[src/rtl/dds_key_ctrl_if.sv]
// Key-pulse inputs and DDS outputs of dds_key_ctrl.
// The key_down signal exists only when KEY_DOWN_EN is defined.
interface dds_key_ctrl_if #(
  parameter int unsigned ACC_W  = 32,
  parameter int unsigned ADDR_W = 10
);
  logic              key_freq;
  logic              key_wave;
`ifdef KEY_DOWN_EN
  logic              key_down;
`endif
  logic [ACC_W-1:0]  fword;
  logic [1:0]        wave_sel;
  logic [ADDR_W-1:0] rom_addr;
  logic              upd;

`ifdef KEY_DOWN_EN
  modport master (output key_freq, key_wave, key_down, input fword, wave_sel, rom_addr, upd);
  modport slave  (input key_freq, key_wave, key_down, output fword, wave_sel, rom_addr, upd);
`else
  modport master (output key_freq, key_wave, input fword, wave_sel, rom_addr, upd);
  modport slave  (input key_freq, key_wave, output fword, wave_sel, rom_addr, upd);
`endif
endinterface

[src/rtl/dds_key_ctrl.sv]
// Key-driven DDS controller: frequency preset / waveform select FSM, phase accumulator, ROM address.
// Optional macro KEY_DOWN_EN adds a key_down input that steps the frequency preset down.
module dds_key_ctrl #(
  parameter int unsigned ACC_W  = 32,
  parameter int unsigned ADDR_W = 10
) (
  input  logic          sclk,
  input  logic          rst_n,
  dds_key_ctrl_if.slave bus
);
  typedef enum logic [1:0] {IDLE = 2'd0, STEP = 2'd1, LOAD = 2'd2} state_e;

  localparam logic [ACC_W-1:0] FWORD_RST = ACC_W'(32'd85899);

  function automatic logic [ACC_W-1:0] preset(input logic [2:0] i);
    logic [31:0] w;
    case (i)
      3'd0:    w = 32'd85899;
      3'd1:    w = 32'd858993;
      3'd2:    w = 32'd4294967;
      3'd3:    w = 32'd8589934;
      3'd4:    w = 32'd42949672;
      3'd5:    w = 32'd85899345;
      3'd6:    w = 32'd171798691;
      default: w = 32'd429496729;
    endcase
    return ACC_W'(w);
  endfunction

  state_e            state_q, state_d;
  logic              kf_q, kf_d, kw_q, kw_d, kd_q, kd_d;
  logic              rq_up_q, rq_up_d, rq_wave_q, rq_wave_d, rq_dn_q, rq_dn_d;
  logic [2:0]        idx_q, idx_d;
  logic [1:0]        wave_sel_q, wave_sel_d;
  logic [ACC_W-1:0]  fword_q, fword_d;
  logic              upd_q, upd_d;
  logic [ACC_W-1:0]  acc_q, acc_d;
  logic [ADDR_W-1:0] rom_addr_q, rom_addr_d;
  logic              any_key;

  // Keys pass through one register stage before the FSM sees them,
  // which places STEP one edge after the sampling edge.
  assign kf_d = bus.key_freq;
  assign kw_d = bus.key_wave;
`ifdef KEY_DOWN_EN
  assign kd_d = bus.key_down;
`else
  assign kd_d = 1'b0;
`endif
  assign any_key = kf_q | kw_q | kd_q;

  always_ff @(posedge sclk or negedge rst_n) begin
    if (!rst_n) state_q <= IDLE;
    else        state_q <= state_d;
  end

  always_comb begin
    state_d = state_q;
    case (state_q)
      IDLE:    if (any_key) state_d = STEP;
      STEP:    state_d = LOAD;
      LOAD:    state_d = IDLE;
      default: state_d = IDLE;
    endcase
  end

  always_comb begin
    rq_up_d    = rq_up_q;
    rq_wave_d  = rq_wave_q;
    rq_dn_d    = rq_dn_q;
    idx_d      = idx_q;
    wave_sel_d = wave_sel_q;
    fword_d    = fword_q;
    upd_d      = 1'b0;
    acc_d      = acc_q + fword_q;
    rom_addr_d = acc_q[ACC_W-1 -: ADDR_W];
    case (state_q)
      IDLE: begin
        if (any_key) begin
          rq_up_d   = kf_q;
          rq_wave_d = kw_q;
          rq_dn_d   = kd_q;
        end
      end
      STEP: begin
        // Simultaneous up and down requests cancel.
        if (rq_up_q && !rq_dn_q)      idx_d = idx_q + 3'd1;
        else if (rq_dn_q && !rq_up_q) idx_d = idx_q - 3'd1;
        if (rq_wave_q) wave_sel_d = wave_sel_q + 2'd1;
      end
      LOAD: begin
        fword_d = preset(idx_q);
        upd_d   = rq_wave_q | (rq_up_q ^ rq_dn_q);
      end
      default: ;
    endcase
  end

  always_ff @(posedge sclk or negedge rst_n) begin
    if (!rst_n) begin
      kf_q       <= 1'b0;
      kw_q       <= 1'b0;
      kd_q       <= 1'b0;
      rq_up_q    <= 1'b0;
      rq_wave_q  <= 1'b0;
      rq_dn_q    <= 1'b0;
      idx_q      <= '0;
      wave_sel_q <= '0;
      fword_q    <= FWORD_RST;
      upd_q      <= 1'b0;
      acc_q      <= '0;
      rom_addr_q <= '0;
    end else begin
      kf_q       <= kf_d;
      kw_q       <= kw_d;
      kd_q       <= kd_d;
      rq_up_q    <= rq_up_d;
      rq_wave_q  <= rq_wave_d;
      rq_dn_q    <= rq_dn_d;
      idx_q      <= idx_d;
      wave_sel_q <= wave_sel_d;
      fword_q    <= fword_d;
      upd_q      <= upd_d;
      acc_q      <= acc_d;
      rom_addr_q <= rom_addr_d;
    end
  end

  assign bus.fword    = fword_q;
  assign bus.wave_sel = wave_sel_q;
  assign bus.rom_addr = rom_addr_q;
  assign bus.upd      = upd_q;
endmodule

[src/flat_wrapper.sv]
// flat-port wrapper written by rule: the top's interface ports become plain ports
module dds_key_ctrl_flat 
#(
  parameter int unsigned ACC_W  = 32,
  parameter int unsigned ADDR_W = 10
)
  (sclk, rst_n, bus_key_freq, bus_key_wave, bus_fword, bus_wave_sel, bus_rom_addr, bus_upd);
  dds_key_ctrl_if #(.ACC_W(ACC_W), .ADDR_W(ADDR_W)) bus_i ();
  input  logic sclk;
  input  logic rst_n;
  input wire logic [$bits(bus_i.key_freq)-1:0] bus_key_freq;
  input wire logic [$bits(bus_i.key_wave)-1:0] bus_key_wave;
  output wire logic [$bits(bus_i.fword)-1:0] bus_fword;
  output wire logic [$bits(bus_i.wave_sel)-1:0] bus_wave_sel;
  output wire logic [$bits(bus_i.rom_addr)-1:0] bus_rom_addr;
  output wire logic [$bits(bus_i.upd)-1:0] bus_upd;
  assign bus_i.key_freq = bus_key_freq;
  assign bus_i.key_wave = bus_key_wave;
  assign bus_fword = bus_i.fword;
  assign bus_wave_sel = bus_i.wave_sel;
  assign bus_rom_addr = bus_i.rom_addr;
  assign bus_upd = bus_i.upd;
  dds_key_ctrl #(.ACC_W(ACC_W), .ADDR_W(ADDR_W)) u_core (.sclk(sclk), .rst_n(rst_n), .bus(bus_i));
endmodule
[config.mk]
export PLATFORM = sky130hd
export DESIGN_NAME = dds_key_ctrl_flat
export DESIGN_NICKNAME = d
export VERILOG_FILES = /design/src/rtl/dds_key_ctrl_if.sv /design/src/rtl/dds_key_ctrl.sv /design/src/flat_wrapper.sv
export SDC_FILE = /design/constraint.sdc
export NUM_CORES = 1
export LEC_CHECK = 0
export ABC_AREA = 1
export CORE_ASPECT_RATIO = 2
export CORE_MARGIN = 2
export CORE_UTILIZATION = 36
export CTS_CLUSTER_SIZE = 16
export DETAILED_ROUTE_END_ITERATION = 12
export PLACE_DENSITY_LB_ADDON = 0.3
export SYNTH_ARGS = -nofsm -noshare
export SYNTH_HDL_FRONTEND = slang
export SYNTH_SLANG_ARGS = --single-unit
[constraint.sdc]
create_clock -name sclk -period 1.9 [get_ports sclk]
set_clock_uncertainty 0.2 [all_clocks]
set_input_delay 0.57 -clock sclk [delete_from_list [all_inputs] [get_ports sclk]]
set_output_delay 0.57 -clock sclk [all_outputs]
set_load 0.03 [all_outputs]
==> metrics, run 1 <==
Avg Cell Area, Syn=7.131 um2; Clock Latency Late Sink=0.35 ns; total number of vias=5086; Critical Path Source=u_core.bus.fword[14]; port bufs=45; Post-Synthesis Cells=711; DRT Wirelength=16640 um; Total Neg Setup Slack=-0.3816 ns; mapped cell area=5070 um2; Worst Path Arrival=1.19 ns; R2R Path End=u_core.acc_q[20]; RSZ-0062 raised after global routing=true; multi-input logic area=3272 um2; reg-to-reg startpoint=u_core.bus.fword[7]; Die ar.=15110 um2; pre-CTS setup slack=-0.1141 ns; total gr overflow=0; Hold Path Origin=u_core.acc_q[27]; Slew Viols, Final=0; DP HPWL=12740 um; CP startpoint kind=register; critical path type=reg2out; deepest clock path buffer count=2; post-route DRC violation count=0; Iteration-0 DRC Markers=216; Total GRT Usage=22.44%; die width=87.92 um; DR pass1 iterations=4; Max Freq=509.5 MHz; H-tree levels=3; worst min path class=reg2reg; Final Critical Period=1.963 ns; Detail Route Antenna Nets=0; Routability Congestion=0.9303; Seq cells post-synth=83; n_diodes=0; reg2reg path depth=11; Via density=4.688; status=complete, but fails checks; CTS tree=built; Final Cycle Share=103.3%; sequential area share after synthesis=41.21%; final worst slack=-0.06262 ns; area delta synth->final=56.61%; hold path depth=0; register-to-register setup slack=-0.05 ns; fin nets=931; FILL cells=1218; root buf cell=clkbuf_16; # rows=61; clk sinks=83; Final Hold Fails=0; I/O pin count=49; violations in the final reports=negative setup slack; Area contributors post-synth=dfrtp_1 (36%), nand2_1 (20%), inv_1 (9.6%); first-pass GRT wire length=25010 um; Synth area leader=dfrtp_1; Avg WL per Cell=15.34 um; share of cells above drive strength 1=40.07%; Synth top area share=36.03%; warnings from Yosys=0; Finished Core Util=57.48%; largest net degree at the start of global routing=31; initial antenna violation count=0; Clock transition at path regs=0.06 ns; unique cell type count in the Yosys netlist=32; Sequential cell area=2093 um2; hold endpoint=u_core.bus.rom_addr[5]; vias in the first global route=5115; Starting Density=36.70%; CTS buffer count=9; Die Ht=171.8 um; Critical Path RT=1.13 ns; CP max FO=2; Crit. End Element=primary output; Core ar.=13810 um2; max-cap viol count=0; Final setup viols=15
## placed cells by master, fill, tap and decap left out, types with 3 or more instances in the layout
cell           synthesis  final
ha_2                   0      3
nand2_2                8     67
dfrtp_1               73     70
conb_1                 1      3
a31oi_1                5      4
nor2_4                 0      5
a21oi_1               23     11
nand2_1              272    199
ha_1                  35      8
dlygate4sd2_1          0     11
nand3_2                1      9
inv_1                130    114
buf_12                 0      9
inv_2                  0     16
buf_6                  0     23
nor2_1                54     47
nor3_2                 0      3
nand3_4                0      3
nand2_4                0     14
nand3_1               31     20
dfstp_2               10     10
buf_2                  3      5
buf_4                  4    121
a21oi_2                0     10
dfrtp_2                0      3
o21ai_0               15     15
nor2_2                 2      4
clkbuf_16              0      9
nor3_4                 0      3
xor2_1                17     17
nand4_1                3      3
ha_4                   0     24
## area by class of cell
class                           count  share of cell area, %
Tap cell                          189                  2.978
Multi-Input combinational cell    491                  41.21
Clock buffer                       10                  3.010
Inverter                          130                  6.146
Sequential cell                    83                  26.36
Clock inverter                      6                 0.9140
Timing Repair Buffer              176                  19.38
## per-layer routing
metal / track usage (%) / vias up / share of wire [%]
met5: 0 / - / 0
met4: 16.99 / 0 / 7.6
met3: 2.975 / 67 / 3.0
met2: 42.42 / 111 / 55
met1: 20.69 / 2381 / 34
li1: - / 2527 / -
## Yosys cell counts
cell type  instances
o21ai_2            2
nor2_1            54
o211ai_1           1
buf_4              4
o21ai_1            2
buf_2              3
nand4_1            3
o21bai_1           2
a21oi_1           23
inv_1            130
nor4_1             1
or2_4              1
xnor2_1            1
conb_1             1
o22ai_1            1
ha_1              35
nand2_1          272
dfstp_2           10
clkbuf_1           2
o21a_1             1
a22oi_1            1
nor2_2             2
dfrtp_1           73
nand3_2            1
nor3_1             7
nand3_1           31
a21o_1             1
o21ai_0           15
xor2_1            17
a31oi_1            5
nand2_2            8
fa_1               1
## per-stage QoR
step	cell area, um2	std cells	hold slack (ns)
final	7940	1085	0.1870
after global routing	7940	1085	0.1952
after CTS	7463	1073	0.1910
after detailed placement	6699	1045	0.1694
after global placement	6699	1045	0.1748
after floorplan	5209	713	0.07441
## sequential cells by signal, indices dropped and copies added, names as in the netlist
register and cells:
u_core.kw_q 1, u_core.rq_up_q 1, u_core.bus.wave_sel 2, u_core.rq_wave_q 1, u_core.bus.rom_addr 10, u_core.acc_q 32, u_core.bus.fword 29, u_core.kf_q 1
u_core.state_q 2, u_core.bus.upd 1, u_core.idx_q 3
## worst max-delay path by stage
stage	end	slack (ns)	depth (start not counted)
after global placement	u_core.acc_q[25]	-0.11	11
after global routing	u_core.acc_q[28]	-0.13	11
after detailed placement	u_core.acc_q[25]	-0.11	11
after CTS	u_core.acc_q[28]	-0.09	12
final	bus_fword[14]	-0.06	2
after floorplan	u_core.acc_q[28]	-0.04	11
## cells by family (layout without fill, tap and decap cells)
logic type,Yosys count,in the layout,share of synthesized area (%)
adder cells (fa/ha/maj),36,36,9.033
other,1,3,0.07397
XOR/XNOR,18,18,3.110
AO/OA/AOI/OAI,54,54,5.923
buffers and inverters,139,322,10.66
AND/OR/NAND/NOR,380,380,29.99
flip-flops,83,83,41.21
## what timing repair did
item | in CTS | in global routing
hold endpoints to repair | 7 | 0
hold buffers | 1 | 0
gates resized for setup | 117 | 129
endpoints found under the setup margin | 57 | 50
pin swaps | 7 | 37
buffers inserted | 12 | 14
## worst max-delay path, cell delays in order (launching register included)
cell and delay, ns:
dfstp_2 0.60, buf_6 0.13, buf_6 0.12
Power of run 1 is left out: the tool's default activity adds up to more than one toggle a clock period on the data nets, which glitch-free logic cannot reach.
==> inputs of run 2 (changes only) <==
- clock period: 1.9 -> 2 ns (I/O delays scaled with it)
==> run 2 against run 1 <==
Net effect: the flow finishes with violations (negative hold slack); critical path depth grew 5; routed wire length shrank 3.9%; non-clock buffer count shrank 60; cell area shrank 11%; global-route usage shrank 0.45 points; highest routed layer unchanged.
==> metrics, run 2 (same netlist as run 1, synthesis figures left out) <==
status=complete, but fails checks; violations in the final reports=negative hold slack; Crit. End Element=register; area delta synth->final=40.08%; Avg WL per Cell=15.61 um; most flop-heavy register=u_core.acc_q; Die ar.=15110 um2; DP HPWL=12510 um; RSZ-0062 raised after global routing=true; worst min path class=in2async; largest net degree at the start of global routing=30; Starting Density=36.70%; Iteration-0 DRC Markers=198; hold buffers post-CTS=0; # rows=61; root buf cell=clkbuf_16; CP max stage delay=0.44 ns; CP startpoint kind=register; reg-to-reg startpoint=u_core.idx_q[0]; CP max-delay cell=dfrtp_2; deepest clock path buffer count=2; Cell Chain, Critical Path=ha_1 > ha_1 > inv_1 > nand2_1 > o21ai_0 > buf_4 > nand3_1; Most Crowded Layer GR=met2; Max Freq=502.5 MHz; Hold WS=-0.003624 ns; Total GRT Usage=21.99%; Final setup viols=0; max reg flops=32; total number of vias=4773; CTS buffer count=9; Worst Path Buf+Inv=2; Worst Path Arrival=2.05 ns; Clock Latency Late Sink=0.35 ns; M1 GR Usage=21.79%; DP Area=6252 um2; Crit path max-delay family=flip-flops; max-cap viol count=0; met2 Track Usage GR=41.80%; CP max FO=5; commonest non-fill, non-tap cell in the layout=nand2_1; post-route DRC violation count=0; DR pass1 iterations=4; total gr overflow=0; port bufs=45; vias in the first global route=4781; Final Cycle Share=99.50%; met3 Usage GRT=2.447%; Routability Congestion=0.9066; clk sinks=83; Die Ht=171.8 um; Core ar.=13810 um2; fin area=7102 um2; Critical Path Source=u_core.idx_q[0]; reg2reg path depth=7; most frequent cells in the layout=nand2_1 (235), inv_1 (125), buf_4 (72); Via density=4.657; DRT Wirelength=16000 um; die width=87.92 um; Clock transition at path regs=0.07 ns; WP depth=7; initial antenna violation count=0; fin nets=871; first-pass GRT wire length=24520 um; Critical Path RT=2.06 ns; Slew Viols, Final=0; critical path type=reg2reg; Detail Route Antenna Nets=0; H-tree levels=3; Final Critical Period=1.990 ns; CTS tree=built; Total Neg Setup Slack=0 ns; share of cells above drive strength 1=28.35%; n_diodes=0; Final Hold Fails=6; I/O pin count=49; Most common cell on crit path=ha_1
[run 2: changes by cell type in the layout (fill, tap and decap cells not counted), moves of 5 or more]
| cell | before | now |
|---|---|---|
| nand2_2 | 67 | 36 |
| buf_2 | 5 | 0 |
| inv_1 | 114 | 125 |
| nand2_4 | 14 | 9 |
| nand2_1 | 199 | 235 |
| buf_6 | 23 | 10 |
| clkbuf_2 | 1 | 6 |
| buf_4 | 121 | 72 |
| inv_2 | 16 | 5 |
| ha_4 | 24 | 19 |
| nand3_1 | 20 | 25 |
[run 2: layer usage]
layer	up-vias	share of wire, %
li1	2396	-
met1	2242	34
met2	94	57
met3	41	2.4
met4	0	5.7
met5	-	0
[run 2: stage by stage]
| stage | setup WS [ns] | cells | util (%) |
|---|---|---|---|
| after floorplan | 0.02387 | 713 | - |
| final | 0.01002 | 1025 | 51.41 |
| after global routing | -0.08648 | 1025 | 51.41 |
| after detailed placement | -0.1005 | 1005 | 45.26 |
| after global placement | -0.06724 | 1005 | 45.26 |
| after CTS | -0.005758 | 1022 | 48.27 |
[run 2: area by class of cell]
class | count | area [um2]
Multi-Input combinational cell | 491 | 2984
Clock inverter | 6 | 71.32
Sequential cell | 83 | 2095
Tap cell | 189 | 236.5
Clock buffer | 10 | 229.0
Timing Repair Buffer | 116 | 998.5
Fill cell | 1323 | 6713
Inverter | 130 | 488.0
[run 2: repair_timing]
action	in CTS	in global routing
pin swaps	2	23
gates resized for setup	59	117
setup buffers	1	3
endpoints found under the setup margin	40	42
[run 2: final timing paths]
| check | endpoint | slack (ns) |
|---|---|---|
| worst max-delay path | u_core.bus.fword[16] | 0.01 |
| worst min-delay path | u_core.bus.rom_addr[2] | -0.004 |
| worst max register to register | u_core.bus.fword[16] | 0.01 |
| worst min register to register | u_core.bus.rom_addr[6] | 0.21 |
| max in group asynchronous | u_core.bus.fword[26] | 0.98 |
| min in group sclk | u_core.bus.rom_addr[6] | 0.21 |
[run 2: worst reg2reg max path: stages (launching register included)]
cell	delay, ns
dfrtp_2	0.44
ha_1	0.21
ha_1	0.19
inv_1	0.09
nand2_1	0.16
o21ai_0	0.36
buf_4	0.20
nand3_1	0.07
Power of run 2 is left out for the same reason.
==> inputs of run 3 (changes only) <==
--- a/constraint.sdc
+++ b/constraint.sdc
@@ -4,2 +4,2 @@
 set_output_delay 0.6 -clock sclk [all_outputs]
-set_load 0.03 [all_outputs]
+set_load 0.005 [all_outputs]
==> run 3 against run 2 <==
Net effect: the flow finishes with violations (negative setup slack); first-iteration DRC count rose by 9.6%; final cell count rose by 3.7%; core utilization rose by 3.9 points; cell area rose by 7.5%; routed wire length rose by 1.4%; register-to-register slack got worse by 0.02 ns; global-route usage fell by 0.25 points; sequential cell count did not move; sequential share of layout area fell by 2.0 points; critical endpoint is now u_core.acc_q[14]; highest routed layer unchanged.
==> metrics, run 3 (same netlist as run 1, synthesis figures left out) <==
fin nets=909; Starting Density=36.70%; Total GRT Usage=21.75%; largest net degree at the start of global routing=27; Via density=4.666; CP startpoint kind=register; n_diodes=0; H-tree levels=3; DP HPWL=12360 um; die width=87.92 um; pre-CTS setup slack=-0.08353 ns; first-pass GRT wire length=24360 um; CTS tree=built; DRT Wirelength=16230 um; Detail Route Antenna Nets=0; FILL cells=1272; Worst Path Arrival=2.04 ns; deepest clock path buffer count=2; Final setup viols=1; violations in the final reports=negative setup slack; final worst slack=-0.01217 ns; Die Ht=171.8 um; Iteration-0 DRC Markers=217; I/O pin count=49; Max Freq=497.0 MHz; Final Hold Fails=0; post-route DRC violation count=0; DR pass1 iterations=4; Avg WL per Cell=15.27 um; area delta synth->final=50.59%; clk sinks=83; commonest non-fill, non-tap cell in the layout=nand2_1; Clock Latency Late Sink=0.35 ns; # rows=61; most flop-heavy register=u_core.acc_q; Sequential cell area=2096 um2; max-cap viol count=0; CTS buffer count=9; initial antenna violation count=0; critical path type=reg2reg; RSZ-0062 raised after global routing=true; Crit. End Element=register; root buf cell=clkbuf_16; Final Cycle Share=100.6%; Slew Viols, Final=0; share of cells above drive strength 1=35.01%; status=complete, but fails checks; Hold WS=0.2014 ns; max reg flops=32; total gr overflow=0; CP max FO=3; Routability Congestion=0.9805; port bufs=45; Clock transition at path regs=0.07 ns; Final Critical Period=2.012 ns; multi-input logic area=3212 um2; Die ar.=15110 um2; worst min path class=reg2reg; most frequent cells in the layout=nand2_1 (211), inv_1 (121), buf_4 (94); Critical Path RT=2.03 ns; Finished Core Util=55.27%; total number of vias=4960; vias in the first global route=4995; Core ar.=13810 um2
-- run 3: changes by cell type in the layout (fill, tap and decap cells not counted), sizes merged --
| cell | previous run | this run |
|---|---|---|
| clkbuf | 16 | 14 |
| dlymetal6s2s | 0 | 7 |
| clkdlybuf4s15 | 6 | 0 |
| dlygate4sd3 | 0 | 1 |
| clkinv | 0 | 1 |
| clkdlybuf4s50 | 2 | 5 |
| dlygate4sd2 | 15 | 23 |
| buf | 87 | 113 |
-- run 3: path summary, 6_finish.rpt --
path	start	end	slack [ns]	depth (start not counted)
worst max-delay path	u_core.acc_q[0]	u_core.acc_q[14]	-0.01	9
worst min-delay path	u_core.acc_q[28]	u_core.bus.rom_addr[6]	0.20	0
worst max register to register	u_core.acc_q[0]	u_core.acc_q[14]	-0.01	9
worst min register to register	u_core.acc_q[28]	u_core.bus.rom_addr[6]	0.20	0
max in group asynchronous	rst_n	u_core.acc_q[25]	0.55	3
min in group asynchronous	rst_n	u_core.bus.rom_addr[4]	0.48	2
-- run 3: cell type report --
cell class	instances	share of cell area [%]
Timing Repair Buffer	154	16.93
Multi-Input combinational cell	491	42.07
Sequential cell	83	27.45
Clock inverter	7	1.114
Clock buffer	9	2.950
Tap cell	189	3.097
Inverter	130	6.391
-- run 3: repair_timing --
action,in CTS,in global routing
cloned,0,0
buffers inserted,28,5
endpoints found under the setup margin,52,46
hold buffers,1,0
gates resized for setup,106,143
endpoints found under the hold margin,14,0
pin swaps,10,28
-- run 3: worst max-delay path, cell delays in order (launching register included) --
cell	delay, ns
dfrtp_1	0.40
ha_4	0.18
fa_2	0.41
buf_6	0.14
nand2_2	0.06
nand3_2	0.07
nand2_2	0.08
nand2_4	0.08
buf_4	0.14
xor2_1	0.13
-- run 3: metrics by stage --
step | instances | setup TNS [ns] | instance area, um2
floorplan | 713 | 0 | 5077
global placement | 1014 | -0.3506 | 6305
detailed placement | 1014 | -0.6039 | 6305
CTS | 1059 | 0 | 7128
global route | 1063 | -0.6444 | 7635
finish | 1063 | -0.01217 | 7635
-- run 3: layer usage --
| metal | up-vias | share of wire, % | GRT usage [%] |
|---|---|---|---|
| met1 | 2316 | 35 | 20.54 |
| li1 | 2482 | - | - |
| met3 | 54 | 2.7 | 3.071 |
| met5 | - | 0 | 0 |
| met4 | 0 | 6.7 | 14.11 |
| met2 | 108 | 56 | 41.60 |
Power of run 3 is left out for the same reason.
